`config.mk`:
```
export PLATFORM = sky130hd
export DESIGN_NAME = uart_rx
export DESIGN_NICKNAME = d
export VERILOG_FILES = /design/src/rtl/uart_pkg.sv /design/src/rtl/uart_sync_2ff.sv /design/src/rtl/uart_rx.sv
export SDC_FILE = /design/constraint.sdc
export NUM_CORES = 1
export LEC_CHECK = 0
export ABC_AREA = 0
export CORE_ASPECT_RATIO = 1.2
export CORE_UTILIZATION = 51
export CTS_CLUSTER_SIZE = 12
export DETAILED_ROUTE_END_ITERATION = 10
export GPL_TIMING_DRIVEN = 0
export MAX_ROUTING_LAYER = met4
export PLACE_DENSITY = 0.77
export SYNTH_ARGS = -nofsm -noshare
export SYNTH_HDL_FRONTEND = slang
export SYNTH_HIERARCHICAL = 1
export SYNTH_SLANG_ARGS = --single-unit
export TNS_END_PERCENT = 10
```
`constraint.sdc`:
```
create_clock -name i_clk -period 2.15 [get_ports i_clk]
set_input_delay 0.3225 -clock i_clk [delete_from_list [all_inputs] [get_ports i_clk]]
set_output_delay 0.3225 -clock i_clk [all_outputs]
set_load 0.1 [all_outputs]
```
`src/rtl/uart_pkg.sv`:
```
// Shared UART definitions: receive/transmit FSM state encoding, parity modes,
// and the counter width helper used by uart_rx and uart_tx.
`timescale 1ns/1ps
package uart_pkg;

  typedef enum logic [2:0] {
    S_IDLE   = 3'd0,
    S_START  = 3'd1,
    S_DATA   = 3'd2,
    S_PARITY = 3'd3,
    S_STOP   = 3'd4
  } uart_state_e;

  typedef enum logic [1:0] {
    PAR_NONE = 2'd0,
    PAR_ODD  = 2'd1,
    PAR_EVEN = 2'd2
  } parity_e;

  // Bits needed to hold values 0..n-1; never less than 1.
  function automatic int clog2w(input int n);
    int w;
    w = 1;
    while ((1 << w) < n) w++;
    return w;
  endfunction

endpackage

```
`src/rtl/uart_sync_2ff.sv`:
```
// Two-flop synchronizer for the asynchronous serial line; 2-cycle latency,
// resets to the line's idle level so reset release never looks like a start edge.
`timescale 1ns/1ps
module uart_sync_2ff (
  input  logic i_clk,
  input  logic i_reset_n,
  input  logic i_d,
  output logic o_q
);
  logic meta_q;
  logic sync_q;

  always_ff @(posedge i_clk or negedge i_reset_n) begin
    if (!i_reset_n) begin
      meta_q <= 1'b1;
      sync_q <= 1'b1;
    end else begin
      meta_q <= i_d;
      sync_q <= meta_q;
    end
  end

  assign o_q = sync_q;
endmodule

```
`src/rtl/uart_rx.sv`:
```
// UART receiver: word valid one cycle after the last stop sample; never stalls the line,
// a frame finishing while a word is held unaccepted is dropped with o_overrun. Option: UART_RX_MAJORITY_EN.
`timescale 1ns/1ps
module uart_rx
  import uart_pkg::*;
#(
  parameter string CHECK_BIT = "None",
  parameter int    BPS       = 115200,
  parameter int    CLK       = 25_000_000,
  parameter int    DATA_BIT  = 8,
  parameter int    STOP_BIT  = 1
) (
  input  logic                i_clk,
  input  logic                i_reset_n,
  input  logic                i_rxd,
  output logic [DATA_BIT-1:0] o_data,
  output logic                o_valid,
  input  logic                i_ready,
  output logic                o_parity_err,
  output logic                o_frame_err,
  output logic                o_overrun
);
  localparam int      BPS_CNT = CLK / BPS;
  localparam int      CW      = clog2w(BPS_CNT);
  localparam int      NB      = (DATA_BIT > STOP_BIT) ? DATA_BIT : STOP_BIT;
  localparam int      BW      = clog2w(NB + 1);
  localparam parity_e PMODE   = (CHECK_BIT == "Odd")  ? PAR_ODD :
                                (CHECK_BIT == "Even") ? PAR_EVEN : PAR_NONE;

  localparam logic [CW-1:0] HALF      = CW'(BPS_CNT / 2);
  localparam logic [CW-1:0] FULL      = CW'(BPS_CNT - 1);
  localparam logic [BW-1:0] LAST_DATA = BW'(DATA_BIT - 1);
  localparam logic [BW-1:0] LAST_STOP = BW'(STOP_BIT - 1);

  logic                rxd_s;
  logic                rx_d1_q;
  logic [1:0]          fill_q;
  logic                armed_q;
  logic                bit_val;
  logic                done;
  logic                accept;

  uart_state_e         state_q, state_d;
  logic [CW-1:0]       cnt_q, cnt_d;
  logic [BW-1:0]       idx_q, idx_d;
  logic [DATA_BIT-1:0] shift_q, shift_d;
  logic                par_q, par_d;
  logic                perr_q, perr_d;
  logic                ferr_q, ferr_d;
  logic [DATA_BIT-1:0] data_q, data_d;
  logic                valid_q, valid_d;
  logic                perr_out_q, perr_out_d;
  logic                ferr_out_q, ferr_out_d;
  logic                ovr_q, ovr_d;

  uart_sync_2ff u_sync (
    .i_clk     (i_clk),
    .i_reset_n (i_reset_n),
    .i_d       (i_rxd),
    .o_q       (rxd_s)
  );

  // The decision cycle looks at rx_d1_q as the mid-bit sample so that the
  // following sample (rxd_s) is already available for the majority vote.
`ifdef UART_RX_MAJORITY_EN
  logic rx_d2_q;

  always_ff @(posedge i_clk or negedge i_reset_n) begin
    if (!i_reset_n) rx_d2_q <= 1'b1;
    else            rx_d2_q <= rx_d1_q;
  end

  assign bit_val = (rx_d2_q & rx_d1_q) | (rx_d2_q & rxd_s) | (rx_d1_q & rxd_s);
`else
  assign bit_val = rx_d1_q;
`endif

  always_comb begin
    state_d = state_q;
    cnt_d   = cnt_q + 1'b1;
    idx_d   = idx_q;
    shift_d = shift_q;
    par_d   = par_q;
    perr_d  = perr_q;
    ferr_d  = ferr_q;
    done    = 1'b0;
    unique case (state_q)
      S_IDLE: begin
        cnt_d = '0;
        if (armed_q && rx_d1_q && !rxd_s) state_d = S_START;
      end
      S_START: begin
        if (cnt_q == HALF) begin
          cnt_d   = '0;
          idx_d   = '0;
          par_d   = 1'b0;
          perr_d  = 1'b0;
          ferr_d  = 1'b0;
          state_d = bit_val ? S_IDLE : S_DATA;
        end
      end
      S_DATA: begin
        if (cnt_q == FULL) begin
          cnt_d   = '0;
          shift_d = {bit_val, shift_q[DATA_BIT-1:1]};
          par_d   = par_q ^ bit_val;
          idx_d   = idx_q + 1'b1;
          if (idx_q == LAST_DATA) begin
            idx_d   = '0;
            state_d = (PMODE == PAR_NONE) ? S_STOP : S_PARITY;
          end
        end
      end
      S_PARITY: begin
        if (cnt_q == FULL) begin
          cnt_d   = '0;
          perr_d  = par_q ^ bit_val ^ (PMODE == PAR_ODD);
          state_d = S_STOP;
        end
      end
      S_STOP: begin
        if (cnt_q == FULL) begin
          cnt_d  = '0;
          ferr_d = ferr_q | ~bit_val;
          idx_d  = idx_q + 1'b1;
          if (idx_q == LAST_STOP) begin
            idx_d   = '0;
            state_d = S_IDLE;
            done    = 1'b1;
          end
        end
      end
      default: begin
        state_d = S_IDLE;
        cnt_d   = '0;
      end
    endcase
  end

  // An accept in the completion cycle frees the holding register for the new word.
  always_comb begin
    accept     = valid_q && i_ready;
    data_d     = data_q;
    valid_d    = valid_q && !accept;
    perr_out_d = perr_out_q;
    ferr_out_d = ferr_out_q;
    ovr_d      = 1'b0;
    if (done) begin
      if (!valid_q || accept) begin
        data_d     = shift_q;
        perr_out_d = perr_q;
        ferr_out_d = ferr_d;
        valid_d    = 1'b1;
      end else begin
        ovr_d = 1'b1;
      end
    end
  end

  always_ff @(posedge i_clk or negedge i_reset_n) begin
    if (!i_reset_n) begin
      rx_d1_q    <= 1'b1;
      fill_q     <= 2'b00;
      armed_q    <= 1'b0;
      state_q    <= S_IDLE;
      cnt_q      <= '0;
      idx_q      <= '0;
      shift_q    <= '0;
      par_q      <= 1'b0;
      perr_q     <= 1'b0;
      ferr_q     <= 1'b0;
      data_q     <= '0;
      valid_q    <= 1'b0;
      perr_out_q <= 1'b0;
      ferr_out_q <= 1'b0;
      ovr_q      <= 1'b0;
    end else begin
      rx_d1_q    <= rxd_s;
      fill_q     <= {fill_q[0], 1'b1};
      armed_q    <= armed_q | (fill_q[1] & rxd_s);
      state_q    <= state_d;
      cnt_q      <= cnt_d;
      idx_q      <= idx_d;
      shift_q    <= shift_d;
      par_q      <= par_d;
      perr_q     <= perr_d;
      ferr_q     <= ferr_d;
      data_q     <= data_d;
      valid_q    <= valid_d;
      perr_out_q <= perr_out_d;
      ferr_out_q <= ferr_out_d;
      ovr_q      <= ovr_d;
    end
  end

  assign o_data       = data_q;
  assign o_valid      = valid_q;
  assign o_parity_err = perr_out_q;
  assign o_frame_err  = ferr_out_q;
  assign o_overrun    = ovr_q;
endmodule

```
Yosys cells after proc, flatten, opt, wreduce, memory -nomap -nowiden
Index checks and enable logic that the tools add are counted.
Word-level totals
  output and inout port bits: 12
  flip-flop bits (word level): 44
Operators by class
  eq/ne operators: 14
  multiplexer cells: 32
  reductions and logical operators: 20
  add/subtract/negate cells: 2
  bitwise logic cells: 5
Operators with widths (count)
  $mux W3: 7
  $mux W4: 5
  $mux W8: 2
  $pmux W8 S2: 1
  $pmux W3 S5: 1
  $ne A2 B2 Y1 const B: 7
  $pmux W4 S3: 1
  $mux W1: 11
  $add A8 B1 Y8 const B: 1
  $eq A8 B7 Y1 const B: 1
  $eq A8 B8 Y1 const B: 1
  $reduce_and A7 Y1: 1
  $eq A3 B2 Y1 const B: 2
  $pmux W1 S2: 3
  $reduce_and A3 Y1: 2
  $add A4 B1 Y4 const B: 1
  $eq A4 B3 Y1 const B: 1
  $logic_and A1 B1 Y1: 4
  $logic_not A4 Y1: 1
  $reduce_and A2 Y1: 2
  $reduce_and A4 Y1: 1
  $reduce_bool A2 Y1: 2
  $eq A3 B1 Y1 const B: 1
  $eq A3 B3 Y1 const B: 1
  other kinds (10): 13

Logic depth before layout (Yosys ltp)
Gate-level depths: netlist (run 1).
  depth in word-level cells: 5
  gate-level depth with buffers: 8
  depth with buffers taken out: 7

Cells and area by module
The synthesis (run 1) kept the hierarchy.
Modules (own cells, without submodules)
  uart_rx: times used 1, cells an instance 166, seq. area each 1052.3 µm², area an instance 1900.6 µm²
  uart_sync_2ff: times used 1, cells an instance 2, seq. area each 52.6 µm², area an instance 52.6 µm²

Least setup slack after synthesis (run 1)
Ideal clock, no wire load.
  path kind: reg-to-reg
  start point: register idx_q[0]
  end point: register data_q[0], in the netlist o_data[0]
  stages on the path, launching flop included: 8
  setup time: 0.125 ns
  path buffers: 1
  data arrival time: 1.891 ns
  clock period less this slack: 2.016 ns
  path slack: 0.134 ns
  cell sequence: dfrtp_1 inv_1 ha_1 or3b_1 or3_4 nor2b_2 buf_6 mux2_2
On the way
  cells in the longest elaborated chain, start to end: 5
RTL lines
  start, declared: line uart_rx.sv:45  | logic [BW-1:0] idx_q, idx_d;
  start signal, assigned: line uart_rx.sv:183  | idx_q <= idx_d;
  $logic_not A4 Y1: line uart_rx.sv:126  | if (idx_q == LAST_STOP) begin
  $mux W1: line uart_rx.sv:126
  $mux W1: line uart_rx.sv:122  | if (cnt_q == FULL) begin
  $mux W1: line uart_rx.sv:87  | unique case (state_q)
  $reduce_and A2 Y1 (no line)
  end signal, assigned: line uart_rx.sv:188  | data_q <= data_d;
  end, declared: line uart_rx.sv:50  | logic [DATA_BIT-1:0] data_q, data_d;
No other way between the ends.
A chain may end at the register's enable or synchronous reset.

Worst setup path after layout (run 1)
  start point: register idx_q[0]
  end point: register data_q[7], in the netlist o_data[7]
The elaborated chain is that of the path after synthesis.

==> results of run 1 <==
[final cells by class]
cell class              instances  share of cell area, %
inverters                       9                   1.41
clock inverters                 3                   1.93
plain buffers                   5                   1.51
flip-flops and latches         44                   46.0
multi-input cells             110                   33.5
repair buffers                 23                   10.2
well taps                      52                   2.71
clock buffers                   5                   2.86
[where the power goes]
group	internal [µW]	leakage, µW	switching [µW]
clock	350	0.0000548	290
sequential	882	0.000584	51.8
combinational	85.9	0.000566	107
total	1320	0.00120	449
[per-stage QoR]
stage,hold WS (ps),TNS (ps),instances
after floorplan,26.9,0,168
after global placement,332,-13130,235
after detailed placement,328,-91.0,236
after CTS,359,-20.1,247
after global routing,361,-448,251
final,358,0,251
[final timing paths]
path,cells after the start,slack [ps],endpoint
max,7,0.4,o_data[7]
min,0,360,u_sync/o_q
max reg2reg,7,0.4,o_data[7]
min reg2reg,0,360,u_sync/o_q
max in group asynchronous,3,1130,shift_q[3]
min in group asynchronous,2,530,cnt_q[7]
[worst max-delay path: cells and delay by family (launching register included)]
| family | cells | cell delay [ps] |
|---|---|---|
| muxes | 1 | 330 |
| buffers and inverters | 2 | 210 |
| DFF | 1 | 400 |
| and+or+nand+nor | 3 | 960 |
| adders and majority gates | 1 | 140 |
[state kept, by name (all words and copies together) (netlist names), 2 cells and up]
register and flops:
o_data 8, shift_q 8, cnt_q 8, idx_q 4, state_q 3, fill_q 2
[cell usage in the layout (no fill, tap or decap), types with 2 or more instances in the layout]
| master | instances |
|---|---|
| a21oi_1 | 6 |
| inv_1 | 8 |
| buf_2 | 3 |
| nor3b_1 | 3 |
| clkdlybuf4s50_1 | 9 |
| clkbuf_8 | 5 |
| buf_6 | 2 |
| nor2_1 | 16 |
| and3_1 | 2 |
| nand4_1 | 3 |
| mux2_4 | 5 |
| dfrtp_1 | 41 |
| dfstp_2 | 3 |
| nand2_1 | 6 |
| mux2_2 | 12 |
| xor2_1 | 3 |
| buf_4 | 6 |
| xnor2_1 | 6 |
| ha_1 | 4 |
| nand3_1 | 12 |
| o21ai_0 | 9 |
| dlymetal6s2s_1 | 5 |
[cell families after synthesis]
kind of cell	Yosys count	synth area share, %
xor gates and xnor gates	9	4.04
other	1	0.192
AOI/OAI and AO/OA	22	6.60
muxes	17	9.80
and+or+nand+nor	57	16.7
buffers and inverters	14	3.59
DFF	44	56.6
adders and majority gates	4	2.56
[metal layers]
layer	global-route usage, %	vias to the layer above
met5	-	-
met4	8.99	0
met3	4.66	7
met2	30.3	18
met1	25.2	653
li1	-	646
[what timing repair did]
item,CTS,global route
setup endpoints to repair,10,15
endpoints found under the hold margin,10,0
hold buffers,1,0
pin swaps,0,1
cloned,1,0
gates resized for setup,3,12
buffers inserted,1,4
==> flow_metrics.py, run 1 <==
metrics = {
    "layout": {
        "finalInstanceArea_um2": 2400,
        "seqCellArea_um2": 1100,
        "fin_util_pct": 66.2,
        "final.fill_count": 284,
        "antenna_cells": 0,
        "areaGrowthSynthToFinish_pct": 23.1,
        "post_route_cells_drive_above_1_share_pct": 25.1,
        "final_layout_net_count": 206,
        "multiInputGateArea_um2": 805,
    },
    "sta": {
        "timing.final.crit_period_ps": 2150,
        "finalMaxSlewViolations": 0,
        "grt_setup_unrepaired": "true",
        "tightest_slew_ps": 976,
        "max_freq_mhz": 465,
        "finClkSkew_ps": 7.43,
        "final_min_period_over_clock_period_pct": 100,
        "worst_slew_margin_rel_pct": 34.8,
        "setup_viol": 0,
        "final-hold-violation-count": 0,
        "final_critical_path_setup_slack_ps": 0.399,
    },
    "setup_path": {
        "critical_path.startpoint_type": "register",
        "critical_path_arrival_ps": 2340,
        "timing.critical_path.fanout_max": 5,
        "criticalPathCategory": "reg2reg",
        "end_kind": "register",
        "regToRegStartpoint": "idx_q[0]",
        "critical-path-slowest-cell": "or3_4",
        "setup.worst_path.start": "idx_q[0]",
        "worst-endpoint-required_ps": 2340,
        "max_stage_delay_ps": 410,
        "critical_path.cell_chain": "inv_2 > ha_1 > or3b_4 > or3_4 > nor2b_4 > buf_6 > mux2_2",
    },
    "clock_network": {
        "clockRootBuffer": "clkbuf_8",
        "clock_tree.htree_level_count": 2,
        "clock_network_latency_to_the_later_pin_of_the_worst_skew_pair_ps": 300,
        "num_clock_sinks": 44,
        "cts_tree": "yes",
        "cts_max_path_buffers": 2,
        "numCtsBuffers": 5,
        "clk_slew_on_worst_s_h_paths_ps": 80,
    },
    "power_and_ir_drop": {
        "total_power_uw": 1770,
        "power_leakage_uw": 0.00120,
        "worst_ir_drop_vdd_uv": 433,
        "power.density_cell_area_nw_per_um2": 735,
    },
    "routing": {
        "routed.top_layer": "met4",
        "route.detailed.vias_per_inst": 5.27,
        "drt-pass1-iter-count": 4,
        "met2_wirelength_um": 1680,
        "drc": 0,
        "post_drt_wl_per_cell_um": 13.6,
        "met3_length_um": 97,
        "route.vias.total": 1324,
        "route.final.wire_length_um": 3410,
        "detail-route-antenna-nets": 0,
        "drt_iter0_markers": 46,
        "m1WireLength_um": 1570,
    },
    "place": {
        "globalplace.congestion": 0.907,
        "place.port_buffers": 15,
        "pre_cts_ws_ps": -18.3,
        "placed_area_um2": 2190,
        "detailed_place_hpwl_um": 2360,
    },
    "synth": {
        "synth-warning-count": 6,
        "postSynthAreaPerCell_um2": 11.6,
        "synth.distinct_cells": 42,
        "yosysTopAreaCellShare_pct": 52.5,
        "synth_commonest_cells": "dfrtp_1 (41), mux2_2 (17), nor2_1 (16)",
        "async_flop_share_pct": 100,
        "synth_area_leaders": "dfrtp_1 (53%), mux2_2 (9.8%), dfstp_2 (4.0%), nand3_1 (3.1%), nor2_1 (3.1%)",
        "yosys.cell_count.top_type": "dfrtp_1",
        "post_synth_inst_count": 168,
        "syn_nets": 176,
        "yosys_register_bits": 44,
        "synth_sequential_area_ratio_pct": 56.6,
        "most_area_hungry_cell_type_in_the_yosys_netlist": "dfrtp_1",
        "netlist_area_um2": 1950,
        "ys_dominant_reg_cell": "dfrtp_1",
        "post_synth_edffs": 0,
    },
    "die": {
        "die-area_um2": 4080,
        "floorplan.die.width_um": 58.5,
        "floorplan.rows": 24,
        "placeableCoreArea_um2": 3630,
        "initial_utilization_pct": 53.8,
        "chipHeight_um": 69.8,
        "num_io_pins": 16,
    },
    "run": {
        "drv_cap": 0,
    },
    "grt": {
        "antenna_found_initial": 0,
        "first_global_vias": 1303,
        "grt_first_pass_wirelength_um": 5890,
        "largest_net_degree_at_the_start_of_global_routing": 24,
        "globalRouteOverflowTotal": 0,
        "global_route.usage.total_pct": 19.9,
    },
    "worst_hold_path": {
        "hold_path_startpoint": "u_sync/meta_q",
        "hold_path_class": "reg2reg",
    },
    "run_status": {
        "status": "finished, final reports clean",
    },
}
Power figures use the tool's default switching activity.
==> run 2, diff against run 1 <==
Settings changed: CORE_UTILIZATION 51 to 33, PLACE_DENSITY 0.77 to 0.55, RECOVER_POWER from default to 50.
==> run 2 against run 1 <==
Net effect: flip-flop and latch count unchanged; critical path depth unchanged; global-route usage down 7.0 points; core utilization down 23 points; largest power group unchanged; first-iteration DRC count down 4.3%; sequential share of layout area down 0.87 points; fmax up 0.72%; cell count up 12%; register-to-register slack better by 20 ps; routed wire length up 5.8%; clock skew about the same; critical endpoint is now o_data[6]; via count down 1.6%.
==> flow_metrics.py, run 2 (same netlist as run 1, synthesis figures left out) <==
metrics = {
    "sta": {
        "final-hold-violation-count": 0,
        "grt_setup_unrepaired": "true",
        "finalMaxSlewViolations": 0,
        "setup_total_negative_slack_ps": 0,
        "tightest_slew_ps": 967,
        "final_min_period_over_clock_period_pct": 99.3,
        "setup_viol": 0,
        "timing.final.crit_period_ps": 2130,
        "worst_slew_margin_rel_pct": 35.3,
        "max_freq_mhz": 469,
        "finClkSkew_ps": 7.55,
        "final.hold.worst_slack_ps": 351,
        "final_critical_path_setup_slack_ps": 15.8,
    },
    "clock_network": {
        "numCtsBuffers": 5,
        "clockRootBuffer": "clkbuf_8",
        "num_clock_sinks": 44,
        "clock_tree.htree_level_count": 2,
        "cts_tree": "yes",
        "cts_max_path_buffers": 2,
        "clk_slew_on_worst_s_h_paths_ps": 80,
        "clock_network_latency_to_the_later_pin_of_the_worst_skew_pair_ps": 300,
    },
    "place": {
        "placed_area_um2": 2220,
        "place.port_buffers": 15,
        "globalplace.congestion": 0.736,
        "detailed_place_hpwl_um": 2350,
        "pre_cts_ws_ps": -15.6,
    },
    "layout": {
        "antenna_cells": 0,
        "layout.cells.most_common": "dfrtp_1",
        "mostFrequentLayoutCells": "dfrtp_1 (41), nor2_1 (16), nand3_1 (12)",
        "finalInstanceArea_um2": 2450,
        "areaGrowthSynthToFinish_pct": 25.4,
        "final_layout_net_count": 209,
        "final.fill_count": 553,
        "post_route_cells_drive_above_1_share_pct": 25.7,
    },
    "die": {
        "initial_utilization_pct": 34.5,
        "num_io_pins": 16,
        "chipHeight_um": 86.3,
        "placeableCoreArea_um2": 5670,
        "floorplan.rows": 30,
        "die-area_um2": 6230,
        "floorplan.die.width_um": 72.2,
    },
    "routing": {
        "route.final.wire_length_um": 3610,
        "drc": 0,
        "route.vias.total": 1303,
        "post_drt_wl_per_cell_um": 12.8,
        "drt_iter0_markers": 44,
        "route.detailed.vias_per_inst": 4.62,
        "detail-route-antenna-nets": 0,
        "drt-pass1-iter-count": 4,
    },
    "setup_path": {
        "reg2regPathDepth": 7,
        "timing.critical_path.fanout_max": 5,
        "criticalPathCategory": "reg2reg",
        "worst-endpoint-required_ps": 2330,
        "setup.worst_path.start": "idx_q[1]",
        "regToRegStartpoint": "idx_q[1]",
        "timing.rr.end": "o_data[6]",
        "critical_path_arrival_ps": 2320,
        "reg2reg_slack_ps": 20,
        "end_kind": "register",
        "critical_path.startpoint_type": "register",
        "endpoint_of_the_most_critical_setup_path": "o_data[6]",
    },
    "power_and_ir_drop": {
        "worst_ir_drop_vdd_uv": 333,
        "total_power_uw": 1670,
        "power.density_cell_area_nw_per_um2": 681,
        "power_leakage_uw": 0.00122,
    },
    "run_status": {
        "status": "finished, final reports clean",
    },
    "grt": {
        "grt_first_pass_wirelength_um": 5870,
        "first_global_vias": 1263,
        "antenna_found_initial": 0,
        "largest_net_degree_at_the_start_of_global_routing": 34,
        "global_route.usage.total_pct": 12.9,
        "globalRouteOverflowTotal": 0,
    },
    "worst_hold_path": {
        "hold_path_class": "reg2reg",
    },
    "run": {
        "drv_cap": 0,
    },
}
==> run 2: cell count changes in the layout (fill, tap and decap cells not counted), sizes merged <==
cell	previous run	this run
clkdlybuf4s50	9	7
clkbuf	6	10
inv	10	9
buf	12	13
dlygate4sd3	1	2
bufinv	1	0
dlymetal6s2s	5	6
==> run 2: layer usage <==
| layer | share of wire, % | GRT usage, % |
|---|---|---|
| met1 | 48 | 15.9 |
| met3 | 2.7 | 3.49 |
| met4 | 1.9 | 5.35 |
| met2 | 47 | 20.1 |
| met5 | 0 | - |
==> run 2: layout make-up <==
cell class              instances  area (µm²)  area share (%)
flip-flops and latches         44        1100            45.1
inverters                       9        33.8            1.38
repair buffers                 26         245            10.0
multi-input cells             110         836            34.1
well taps                      80         100            4.09
clock buffers                   7        86.3            3.52
clock inverters                 1        7.51           0.306
plain buffers                   5        36.3            1.48
==> run 2: through the flow <==
step                      util, %  std cells
after floorplan                 -        168
after global placement       38.9        263
after global routing         43.2        282
final                        43.2        282
after detailed placement     39.1        264
after CTS                    41.4        275
==> run 2: how the worst min path moves through the flow <==
stage | to | cells after the start | startpoint
after floorplan | armed_q | 0 | i_reset_n
after global placement | fill_q[1] | 0 | fill_q[0]
after detailed placement | cnt_q[6] | 1 | i_reset_n
after CTS | fill_q[1] | 0 | fill_q[0]
after global routing | u_sync/o_q | 0 | u_sync/meta_q
final | fill_q[1] | 0 | fill_q[0]
==> run 2: worst max-delay path, cell delays in order (launching register included) <==
cell and delay (ps):
dfrtp_1 400, inv_2 90, ha_4 130, or3b_4 380, or3_4 410, nor2b_4 150
buf_6 150, mux2_4 300
==> run 2: repair_timing <==
action	in CTS	in global routing
hold endpoints to repair	11	0
pin swaps	0	2
hold buffers	1	0
buffers inserted	1	7
gates cloned	1	0
setup endpoints to repair	10	13
gates resized for setup	4	20
==> run 2: report_power, final <==
| group | switching, µW | internal [µW] | leakage (µW) |
|---|---|---|---|
| combinational | 104 | 90.5 | 0.000593 |
| clock | 277 | 261 | 0.0000445 |
| sequential | 54.3 | 882 | 0.000584 |
==> run 3, diff against run 2 <==
Settings changed: PLACE_DENSITY 0.55 to default.
==> run 3 against run 2 <==
Net effect: fmax up 0.86%; clock-buffer cell count down 2; register-to-register slack better by 20 ps; combinational power up 7%; critical path type unchanged; largest power group unchanged.
==> flow_metrics.py, run 3 (same netlist as run 1, synthesis figures left out) <==
metrics = {
    "run_status": {
        "status": "finished, final reports clean",
    },
    "sta": {
        "timing.final.crit_period_ps": 2120,
        "max_freq_mhz": 473,
        "final_min_period_over_clock_period_pct": 98.4,
        "setup_viol": 0,
        "final-hold-violation-count": 0,
        "tightest_slew_ps": 967,
        "final.hold.worst_slack_ps": 361,
        "grt_setup_unrepaired": "true",
        "finClkSkew_ps": 2.86,
        "finalMaxSlewViolations": 0,
        "worst_slew_margin_rel_pct": 35.3,
    },
    "layout": {
        "final.fill_count": 545,
        "antenna_cells": 0,
        "areaGrowthSynthToFinish_pct": 19.9,
        "fin_util_pct": 41.3,
        "layout.cells.most_common": "dfrtp_1",
        "mostFrequentLayoutCells": "dfrtp_1 (41), mux2_2 (17), nor2_1 (16)",
        "final_layout_net_count": 203,
        "post_route_cells_drive_above_1_share_pct": 23.6,
    },
    "power_and_ir_drop": {
        "power_leakage_uw": 0.00112,
        "worst_ir_drop_vdd_uv": 281,
        "power.density_cell_area_nw_per_um2": 697,
        "total_power_uw": 1630,
    },
    "routing": {
        "detail-route-antenna-nets": 0,
        "post_drt_wl_per_cell_um": 12.1,
        "route.detailed.vias_per_inst": 4.70,
        "drc": 0,
        "drt-pass1-iter-count": 3,
        "route.vias.total": 1292,
        "routed.top_layer": "met4",
        "met2_wirelength_um": 1600,
        "met3_length_um": 107,
        "m1WireLength_um": 1560,
        "route.final.wire_length_um": 3330,
        "drt_iter0_markers": 30,
    },
    "worst_hold_path": {
        "hold_path_class": "reg2reg",
        "hold_path_startpoint": "fill_q[0]",
        "hold_path_end": "fill_q[1]",
        "min_path_cells": 0,
    },
    "grt": {
        "global_route.usage.total_pct": 12.7,
        "antenna_found_initial": 0,
        "largest_net_degree_at_the_start_of_global_routing": 30,
        "globalRouteOverflowTotal": 0,
        "grt_first_pass_wirelength_um": 5980,
        "first_global_vias": 1320,
    },
    "clock_network": {
        "clk_slew_on_worst_s_h_paths_ps": 80,
        "num_clock_sinks": 44,
        "clock_network_latency_to_the_later_pin_of_the_worst_skew_pair_ps": 300,
        "clock_tree.htree_level_count": 2,
        "cts_max_path_buffers": 2,
        "clockRootBuffer": "clkbuf_8",
        "cts_tree": "yes",
        "numCtsBuffers": 5,
    },
    "setup_path": {
        "timing.rr.end": "o_data[5]",
        "worst-endpoint-required_ps": 2330,
        "critical_path_arrival_ps": 2300,
        "setup.worst_path.start": "idx_q[0]",
        "critical_path.startpoint_type": "register",
        "reg2reg_slack_ps": 30,
        "reg2regPathDepth": 7,
        "end_kind": "register",
        "regToRegStartpoint": "idx_q[0]",
        "timing.critical_path.fanout_max": 5,
        "criticalPathCategory": "reg2reg",
    },
    "die": {
        "die-area_um2": 6230,
        "floorplan.rows": 30,
        "placeableCoreArea_um2": 5670,
        "floorplan.die.width_um": 72.2,
        "chipHeight_um": 86.3,
        "initial_utilization_pct": 34.5,
        "num_io_pins": 16,
    },
    "place": {
        "globalplace.congestion": 0.799,
        "place.port_buffers": 15,
        "detailed_place_hpwl_um": 2280,
    },
    "run": {
        "drv_cap": 0,
    },
}
-- run 3: cell types whose count changed in the layout (fill, tap and decap cells not counted), sizes merged --
cell,delta
buf,-6
clkdlybuf4s50,+3
dlymetal6s2s,-3
clkbuf,-2
clkinv,+1
-- run 3: how the worst max path moves through the flow --
stage	to	slack [ps]
final	o_data[5]	30
after global routing	o_frame_err	-60
after CTS	o_data[7]	2
after detailed placement	o_data[5]	-7
after global placement	cnt_q[6]	-460
after floorplan	o_data[0]	130
-- run 3: repair_timing --
action                                  4_1_cts  5_1_grt
buffers inserted                              0        2
endpoints found under the setup margin       10       16
gates cloned                                  1        0
hold buffers                                  1        0
hold endpoints to repair                     15        0
resized for setup                             3        7
pin swaps                                     0        0
-- run 3: power breakdown --
group | internal [µW] | switching, µW | total (µW)
Clock | 220 | 269 | 489
Combinational | 100 | 108 | 208
Sequential | 882 | 53.9 | 936
-- run 3: metal layers --
layer	track usage (%)	up-vias
met5	-	-
met1	14.9	640
met4	4.81	0
li1	-	631
met2	20.6	14
met3	3.49	7
-- run 3: area by class of cell --
type	count	area (µm²)	area share [%]
well taps	80	100	4.27
flip-flops and latches	44	1100	47.2
multi-input cells	110	793	33.9
plain buffers	5	36.3	1.55
clock buffers	5	68.8	2.94
repair buffers	20	193	8.23
clock inverters	2	12.5	0.534
inverters	9	33.8	1.44
-- run 3: critical path: stages (launching register included) --
cell     delay [ps]
dfrtp_1         410
inv_2            80
ha_1            130
or3b_4          390
or3_4           360
nor2b_4         150
buf_6           140
mux2_2          330
-- run 3: stage by stage --
stage	setup slack [ps]	instances	area, µm²	setup TNS, ps
3_3_place_gp	-457	263	2200	-18630
4_1_cts	1.90	273	2320	0
6_report	34.0	275	2340	0
3_5_place_dp	-7.12	264	2220	-7.40
5_1_grt	-60.7	275	2340	-835
2_1_floorplan	134	168	1950	0
